## src/rtl/parking_lot_controller.sv

```systemverilog
// rtl/parking_lot_controller.sv - password-gated parking entry FSM with independent exit path and occupancy count
module parking_lot_controller #(
  parameter int                  CAPACITY       = 8,
  parameter int                  PW_WIDTH       = 4,
  parameter logic [PW_WIDTH-1:0] PASSWORD       = 4'b0101,
  parameter int                  MAX_TRIES      = 3,
  parameter int                  LOCKOUT_CYCLES = 16,
  parameter int                  PW_TIMEOUT     = 32,
  parameter int                  CW             = $clog2(CAPACITY + 1)
) (
  input  logic                clk,
  input  logic                rst_n,
  input  logic                sense_entry,
  input  logic                sense_exit,
  input  logic                pw_valid,
  input  logic [PW_WIDTH-1:0] pw_in,
  output logic                green_light,
  output logic                red_light,
  output logic                exit_gate_open,
  output logic [CW-1:0]       count_cars,
  output logic [CW-1:0]       space_available,
  output logic                full,
  output logic                locked,
  output logic                exit_error,
  output logic [2:0]          state
);

  typedef enum logic [2:0] {
    IDLE      = 3'd0,
    WAIT_PW   = 3'd1,
    GRANT     = 3'd2,
    DENY      = 3'd3,
    LOCKOUT   = 3'd4,
    FULL_STOP = 3'd5
  } state_t;

  localparam int TRW = $clog2(MAX_TRIES + 1);
  localparam int TOW = $clog2(PW_TIMEOUT + 1);
  localparam int LKW = $clog2(LOCKOUT_CYCLES + 1);

  localparam logic [CW-1:0]  CAP_V     = CW'(CAPACITY);
  localparam logic [TRW-1:0] TRIES_MAX = TRW'(MAX_TRIES);
  localparam logic [TOW-1:0] TO_LAST   = TOW'(PW_TIMEOUT - 1);
  localparam logic [LKW-1:0] LK_LAST   = LKW'(LOCKOUT_CYCLES - 1);

  state_t             fsm, fsm_n;
  logic [TRW-1:0]     tries, tries_n;
  logic [TOW-1:0]     pw_tmr, pw_tmr_n;
  logic [LKW-1:0]     lk_tmr, lk_tmr_n;
  logic               commit;
  logic [CW-1:0]      count_n;

  logic               ent_q, ent_qq, ext_q, ext_qq;
  logic               pwv_q;
  logic [PW_WIDTH-1:0] pw_q;

  logic               ent_rise, ent_fall, ext_rise, ext_fall, exit_dec;

  assign ent_rise = ent_q & ~ent_qq;
  assign ent_fall = ~ent_q & ent_qq;
  assign ext_rise = ext_q & ~ext_qq;
  assign ext_fall = ~ext_q & ext_qq;
  assign exit_dec = ext_rise & (count_cars != '0);
  assign state    = fsm;

  // Sample sensors and the password strobe; all decisions use these registered copies
  always_ff @(posedge clk or negedge rst_n) begin
    if (!rst_n) begin
      ent_q  <= 1'b0;
      ent_qq <= 1'b0;
      ext_q  <= 1'b0;
      ext_qq <= 1'b0;
      pwv_q  <= 1'b0;
      pw_q   <= '0;
    end else begin
      ent_q  <= sense_entry;
      ent_qq <= ent_q;
      ext_q  <= sense_exit;
      ext_qq <= ext_q;
      pwv_q  <= pw_valid;
      pw_q   <= pw_in;
    end
  end

  // Entry FSM state, retry count and timers
  always_ff @(posedge clk or negedge rst_n) begin
    if (!rst_n) begin
      fsm    <= IDLE;
      tries  <= '0;
      pw_tmr <= '0;
      lk_tmr <= '0;
    end else begin
      fsm    <= fsm_n;
      tries  <= tries_n;
      pw_tmr <= pw_tmr_n;
      lk_tmr <= lk_tmr_n;
    end
  end

  // Entry FSM next-state; commit marks the car having driven through the open gate
  always_comb begin
    fsm_n    = fsm;
    tries_n  = tries;
    pw_tmr_n = pw_tmr;
    lk_tmr_n = lk_tmr;
    commit   = 1'b0;
    case (fsm)
      IDLE: begin
        if (ent_rise) begin
          if (full) begin
            fsm_n = FULL_STOP;
          end else begin
            fsm_n    = WAIT_PW;
            tries_n  = '0;
            pw_tmr_n = '0;
          end
        end
      end
      WAIT_PW, DENY: begin
        if (!ent_q) begin
          fsm_n = IDLE;
        end else if (pwv_q && (pw_q == PASSWORD)) begin
          fsm_n = GRANT;
        end else if (pwv_q) begin
          tries_n  = tries + 1'b1;
          pw_tmr_n = '0;
          if (tries_n == TRIES_MAX) begin
            fsm_n    = LOCKOUT;
            lk_tmr_n = '0;
          end else begin
            fsm_n = DENY;
          end
        end else if (pw_tmr == TO_LAST) begin
          fsm_n = IDLE;
        end else begin
          pw_tmr_n = pw_tmr + 1'b1;
        end
      end
      GRANT: begin
        if (ent_fall) begin
          fsm_n  = IDLE;
          commit = 1'b1;
        end
      end
      LOCKOUT: begin
        if (lk_tmr == LK_LAST) begin
          fsm_n   = IDLE;
          tries_n = '0;
        end else begin
          lk_tmr_n = lk_tmr + 1'b1;
        end
      end
      FULL_STOP: begin
        if (!ent_q) begin
          fsm_n = IDLE;
        end else if (!full) begin
          fsm_n    = WAIT_PW;
          tries_n  = '0;
          pw_tmr_n = '0;
        end
      end
      default: fsm_n = IDLE;
    endcase
  end

  // Occupancy update: entry and exit in the same cycle cancel; entry saturates at capacity
  always_comb begin
    count_n = count_cars;
    if (commit && !exit_dec) begin
      if (count_cars != CAP_V) begin
        count_n = count_cars + 1'b1;
      end
    end else if (exit_dec && !commit) begin
      count_n = count_cars - 1'b1;
    end
  end

  // Occupancy and exit-gate outputs, registered from the next count
  always_ff @(posedge clk or negedge rst_n) begin
    if (!rst_n) begin
      count_cars      <= '0;
      space_available <= CAP_V;
      full            <= 1'b0;
      exit_gate_open  <= 1'b0;
      exit_error      <= 1'b0;
    end else begin
      count_cars      <= count_n;
      space_available <= CAP_V - count_n;
      full            <= (count_n == CAP_V);
      exit_error      <= ext_rise & (count_cars == '0);
      if (exit_dec) begin
        exit_gate_open <= 1'b1;
      end else if (ext_fall) begin
        exit_gate_open <= 1'b0;
      end
    end
  end

  // Lamp decode lags the state register by one clock
  always_ff @(posedge clk or negedge rst_n) begin
    if (!rst_n) begin
      green_light <= 1'b0;
      red_light   <= 1'b0;
      locked      <= 1'b0;
    end else begin
      green_light <= (fsm == GRANT);
      red_light   <= (fsm == DENY) || (fsm == LOCKOUT) || (fsm == FULL_STOP);
      locked      <= (fsm == LOCKOUT);
    end
  end

endmodule

```

## config.mk

```make
export PLATFORM = sky130hd
export DESIGN_NAME = parking_lot_controller
export DESIGN_NICKNAME = d
export VERILOG_FILES = /design/src/rtl/parking_lot_controller.sv
export SDC_FILE = /design/constraint.sdc
export NUM_CORES = 1
export LEC_CHECK = 0
export CORE_ASPECT_RATIO = 1.75
export CORE_UTILIZATION = 41
export CTS_CLUSTER_SIZE = 28
export DETAILED_ROUTE_END_ITERATION = 7
export SETUP_SLACK_MARGIN = 0.2
export SYNTH_ARGS = -nofsm -noshare
export SYNTH_HDL_FRONTEND = slang
export SYNTH_SLANG_ARGS = --single-unit
```

## constraint.sdc

```tcl
create_clock -name clk -period 3.26 [get_ports clk]
set_input_delay 0.489 -clock clk [delete_from_list [all_inputs] [get_ports clk]]
set_output_delay 0.489 -clock clk [all_outputs]
set_load 0.005 [all_outputs]
```

Word level (Yosys, flattened, before mapping)

Cells that the tools add are included.

Bits of input ports: 9
Register bits after elaboration: 39
Word-level logic and storage cells: 117
Output and inout port bits: 17

Equal/unequal tests: 23
Add/subtract/negate cells: 6
Bitwise operators: 10
Multiplexer cells: 41
Reductions and logical operators: 19

Operators by type and width:

| cell                                           | count |
|---|---|
| 2-to-1 mux 6 bit                               | 7 |
| 2-to-1 mux 3 bit                               | 11 |
| 2-to-1 mux 5 bit                               | 5 |
| != test 2 bit (second input constant)          | 9 |
| case mux 6 bit (3 select lines)                | 1 |
| case mux 3 bit (5 select lines)                | 1 |
| 2-to-1 mux 2 bit                               | 7 |
| 2-to-1 mux 4 bit                               | 3 |
| AND reduction 6 bit                            | 2 |
| case mux 5 bit (2 select lines)                | 1 |
| case mux 2 bit (4 select lines)                | 1 |
| nonzero test 4 bit                             | 2 |
| AND reduction 7 bit                            | 1 |
| adder 6 x 1 -> 6 bit (second input constant)   | 1 |
| bitwise AND 1 bit                              | 6 |
| == test 3 x 2 -> 1 bit (second input constant) | 2 |
| == test 3 bit (second input constant)          | 2 |
| == test 6 x 5 -> 1 bit (second input constant) | 1 |
| != test 3 bit (second input constant)          | 2 |
| adder 5 x 1 -> 5 bit (second input constant)   | 1 |
| == test 5 x 4 -> 1 bit (second input constant) | 1 |
| != test 5 bit (second input constant)          | 1 |
| AND reduction 5 bit                            | 1 |
| adder 4 x 1 -> 4 bit (second input constant)   | 1 |
| other kinds (18)                               | 29 |

Logic depth before layout (Yosys ltp)

Word-level depth: 9
Depth in mapped cells: 10
Mapped depth without buffers: 10

Least setup slack after synthesis

OpenSTA, ideal clock, no wires.

Path kind: register to register
From: reg space_available[0] (netlist name)
To: reg space_available[2]
Buffers on the path: 0
Cell stages (with the launch flop): 10
Clock period less this slack: 2.339 ns
Arrival time: 2.205 ns
Path slack: 0.921 ns
Cell sequence: dfrtp_1 -> inv_1 -> ha_1 -> or3b_4 -> a2111oi_4 -> a21boi_1 -> xnor2_1 -> inv_1 -> ha_1 -> xnor2_1

RTL lines:

| item                 | RTL line | RTL |
|---|---|---|
| to (signal assigned) | 188      | `space_available <= CAP_V - count_n;` |
| to (decl)            | 21       | `output logic [CW-1:0] space_available,` |

Worst setup path after layout

From: reg count_cars[1]
To: reg space_available[2]

Cells in the longest elaborated chain, start to end: 6
Elaborated cells between the ends (all ways): 12
Those cells by class: 3 x add/sub; 1 x eq/ne; 3 x mux; 1 x bitwise; 4 x reduce/logical

Ends and longest elaborated chain:

| item                                                          | RTL line | RTL |
|---|---|---|
| from (decl)                                                   | 20       | `output logic [CW-1:0] count_cars,` |
| from (signal assigned)                                        | 187      | `count_cars <= count_n;` |
| nonzero test 4 bit                                            | 63       | `assign exit_dec = ext_rise & (count_cars != '0);` |
| bitwise AND 1 bit                                             | 63       |  |
| logical AND 1 bit / logical NOT 1 bit (equally long branches) | 173, 169 |  |
| 2-to-1 mux 4 bit / logical AND 1 bit (equally long branches)  | 173, 169 |  |
| 2-to-1 mux 4 bit (*)                                          | 169      | `if (commit && !exit_dec) begin` |
| net count_n[0]                                                | 51       | `logic [CW-1:0] count_n;` |
| subtractor 4 bit (*)                                          | 188      |  |

The timed path passes the listed nets; every way through them passes the cells marked *.
A chain may end at the register's enable or synchronous reset.

==> results.sh <==
export IMPL_status="complete, no violations"
export IMPL_internal_power_mw=1.30
export IMPL_globalRouteOverflowTotal=0
export IMPL_filler_cell_count=385
export IMPL_synth_seq_cells=38
export IMPL_drtPass1Iterations=4
export IMPL_max_cap_violations=0
export IMPL_number_of_pins_exceeding_their_max_slew_limit_in_the_final_report=0
export IMPL_setup_tns_final_ps=0
export IMPL_area_growth_synth_to_final_pct=22.3
export IMPL_clk_root_buffer_cell="sky130_fd_sc_hd__clkbuf_8"
export IMPL_powerDensity_mw_per_mm2=848
export IMPL_worstPathArrival_ps=2810
export IMPL_part_of_the_power_in_registers_pct=38.7
export IMPL_synth_distinct_cells=46
export IMPL_post_place_ws_ps=657
export IMPL_drt_antenna_violating_nets=0
export IMPL_diodes=0
export IMPL_timing_fmax_ghz=0.377
export IMPL_gp_congestion=0.785
export IMPL_cts_max_level=2
export IMPL_post_cts_buffers=0
export IMPL_design_area_mm2=0.00233
export IMPL_min_period_ps=2650
export IMPL_rsz_0062_raised_after_global_routing="no"
export IMPL_net_switching_power_mw=0.673
export IMPL_fp_row_count=32
export IMPL_max_slew_margin_pct=45.6
export IMPL_ys_seq_area_share_pct=50.0
export IMPL_clkTransAtPathRegs_ps=70
export IMPL_wire_length_of_the_first_global_routing_pass_um=6800
export IMPL_critPathRequiredTime_ps=3420
export IMPL_routed_wirelength_um=4010
export IMPL_clock_tree_buffer_depth=2
export IMPL_port_buffers=25
export IMPL_final_cell_mix="sky130_fd_sc_hd__dfrtp_1 (37), sky130_fd_sc_hd__clkdlybuf4s50_1 (24), sky130_fd_sc_hd__o21ai_0 (18), sky130_fd_sc_hd__nand2_1 (16), sky130_fd_sc_hd__inv_1 (12)"
export IMPL_hold_viol_final=0
export IMPL_finalSetupViolCount=0
export IMPL_period_share_pct=81.3
export IMPL_p_comb_share_pct=36.6
export IMPL_drt_drc_violations_left=0
export IMPL_timing_critical_path_fanout_max=6
export IMPL_vdd_ir_drop_worst_v=0.000568
export IMPL_syn_std_cell_area_mm2=0.00191
export IMPL_synthCells=190
export IMPL_switching_share_pct=34.1
export IMPL_dp_hpwl_um=3000
export IMPL_worst_slack_ps=609
export IMPL_fraction_of_synthesis_flops_using_an_asynchronous_set_or_reset_pin_pct=100
export IMPL_cts_made_buffers=5
export IMPL_clock_sink_count=38
export IMPL_die_area_mm2=0.00494
export IMPL_grt_use_total_pct=18.9
export IMPL_antenna_found_initial=0
export IMPL_detailroute_via_count=1569
export IMPL_post_cts_resized=0
export IMPL_finalNetCount=232
export IMPL_critical_path_endpoint_category="register"
export IMPL_power_share_clock_pct=24.7
export IMPL_drive_above_1_share_pct=6.45
export IMPL_post_drt_wl_per_cell_um=15.0
export IMPL_core_area_mm2=0.00444
export IMPL_post_synth_main_area_contributors="sky130_fd_sc_hd__dfrtp_1 (49%), sky130_fd_sc_hd__o21ai_0 (4.7%), sky130_fd_sc_hd__ha_1 (4.6%), sky130_fd_sc_hd__nand2_1 (3.2%), sky130_fd_sc_hd__inv_1 (2.4%)"
export IMPL_synth_nets=206
export IMPL_grt_pass1_vias=1573
export IMPL_cts_hold_buffers_added=0
export IMPL_syn_area_per_cell_um2=10.0
export IMPL_die_width_um=53.5
export IMPL_max_slew_worst_pin_slew_ps=816
export IMPL_fin_worst_skew_ps=4.27
export IMPL_worst_hold_path_type="in -> async"
export IMPL_layout_commonest_cell="sky130_fd_sc_hd__dfrtp_1"
export IMPL_static_leakage_nw=0.996
export IMPL_post_dp_cell_area_mm2=0.00219
export IMPL_synth_warning_count=0
export IMPL_start_util_pct=42.9
export IMPL_post_synth_top_area_cell="sky130_fd_sc_hd__dfrtp_1"
export IMPL_fin_hold_ws_ps=289
export IMPL_crit_path_start_kind="register"
export IMPL_synth_largest_type_area_fraction_pct=48.6
export IMPL_route_detailed_vias_per_inst=5.85
export IMPL_ys_flop_type="sky130_fd_sc_hd__dfrtp_1"
export IMPL_pin_count_of_the_biggest_net_entering_global_routing=39
export IMPL_totalPowerFinal_mw=1.97
export IMPL_dr_first_iter_drc_count=43
export IMPL_edff_count_synth=0
export IMPL_path_class="reg -> reg"
export IMPL_io_pin_count=26
export IMPL_tritoncts="done"
export IMPL_insertion_delay_ps=290
export IMPL_die_height_um=92.2
[layer usage]
metal  global-route usage, %  wire length [um]  vias up
li1                        -                 -      737
met1                    18.1              1500      786
met2                    36.3              2310       41
met3                    4.48               144        5
met4                    6.58                59        0
met5                       0                 0        -
[path summary, 6_finish.rpt]
| check | from | endpoint | slack [ps] | cells past startpoint |
|---|---|---|---|---|
| max in group asynchronous | rst_n | state[0] | 2450 | 1 |
| min | rst_n | exit_gate_open | 290 | 1 |
| min in group clk | ext_q | ext_qq | 430 | 0 |
| max | count_cars[1] | space_available[2] | 610 | 9 |
| min reg2reg | ext_q | ext_qq | 430 | 0 |
| max reg2reg | count_cars[1] | space_available[2] | 610 | 9 |
[stage by stage]
| step | utilization [%] | cells |
|---|---|---|
| global route | 52.4 | 268 |
| global placement | 49.2 | 260 |
| finish | 52.4 | 268 |
| CTS | 52.4 | 268 |
| detailed placement | 49.2 | 260 |
| floorplan | - | 190 |
[layout make-up]
cell class              count  area [um2]  area share, %
clock buffers               6        82.6           3.54
clock inverters             2        60.1           2.58
inverters                  12        45.0           1.93
multi-input cells         134         881           37.8
flip-flops and latches     38         952           40.9
well taps                  51        63.8           2.74
repair buffers             25         245           10.5
[worst max-delay path, cell delays in order, from the launching register on]
cell	delay, ps
sky130_fd_sc_hd__dfrtp_1	450
sky130_fd_sc_hd__inv_1	110
sky130_fd_sc_hd__ha_1	250
sky130_fd_sc_hd__or3b_4	420
sky130_fd_sc_hd__a2111oi_4	460
sky130_fd_sc_hd__a21boi_1	140
sky130_fd_sc_hd__xnor2_1	270
sky130_fd_sc_hd__inv_1	80
sky130_fd_sc_hd__ha_1	210
sky130_fd_sc_hd__xnor2_1	130
[state kept, by name, indices dropped and copies added, names as in the netlist]
register and count:
locked 1, ext_qq 1, pwv_q 1, exit_gate_open 1, pw_tmr 6, tries 2
state 3, ent_qq 1, lk_tmr 5, ext_q 1, red_light 1, green_light 1
full 1, pw_q 4, exit_error 1, count_cars 3, space_available 4, ent_q 1
[power groups by stage]
stage,registers (mW),clock network [mW],logic [mW]
floorplan,0.709,0,0.478
global placement,0.759,0,0.707
detailed placement,0.771,0,0.728
CTS,0.762,0.502,0.731
global route,0.785,0.522,0.816
finish,0.763,0.488,0.723
[logic make-up (layout without fill, tap and decap cells)]
logic type,Yosys count,count (layout),synth area share (%)
and+or+nand+nor,73,73,20.9
DFF,38,38,50.0
AOI/OAI and AO/OA,50,50,18.8
buffers and inverters,18,45,3.81
adders and majority gates,7,7,4.60
xor gates and xnor gates,4,4,1.84
[cell usage after synthesis (3+ instances only)]
library cell               number
sky130_fd_sc_hd__a21oi_1        4
sky130_fd_sc_hd__and3_1         3
sky130_fd_sc_hd__clkbuf_1       4
sky130_fd_sc_hd__dfrtp_1       37
sky130_fd_sc_hd__ha_1           7
sky130_fd_sc_hd__inv_1         12
sky130_fd_sc_hd__nand2_1       16
sky130_fd_sc_hd__nand2b_1       7
sky130_fd_sc_hd__nand3_1        7
sky130_fd_sc_hd__nand3b_1       4
sky130_fd_sc_hd__nor2_1        10
sky130_fd_sc_hd__nor2b_1        5
sky130_fd_sc_hd__nor3_1         7
sky130_fd_sc_hd__nor3b_1        4
sky130_fd_sc_hd__o21ai_0       18
sky130_fd_sc_hd__o31ai_1        4
sky130_fd_sc_hd__xnor2_1        3
Power figures use the tool's default switching activity.
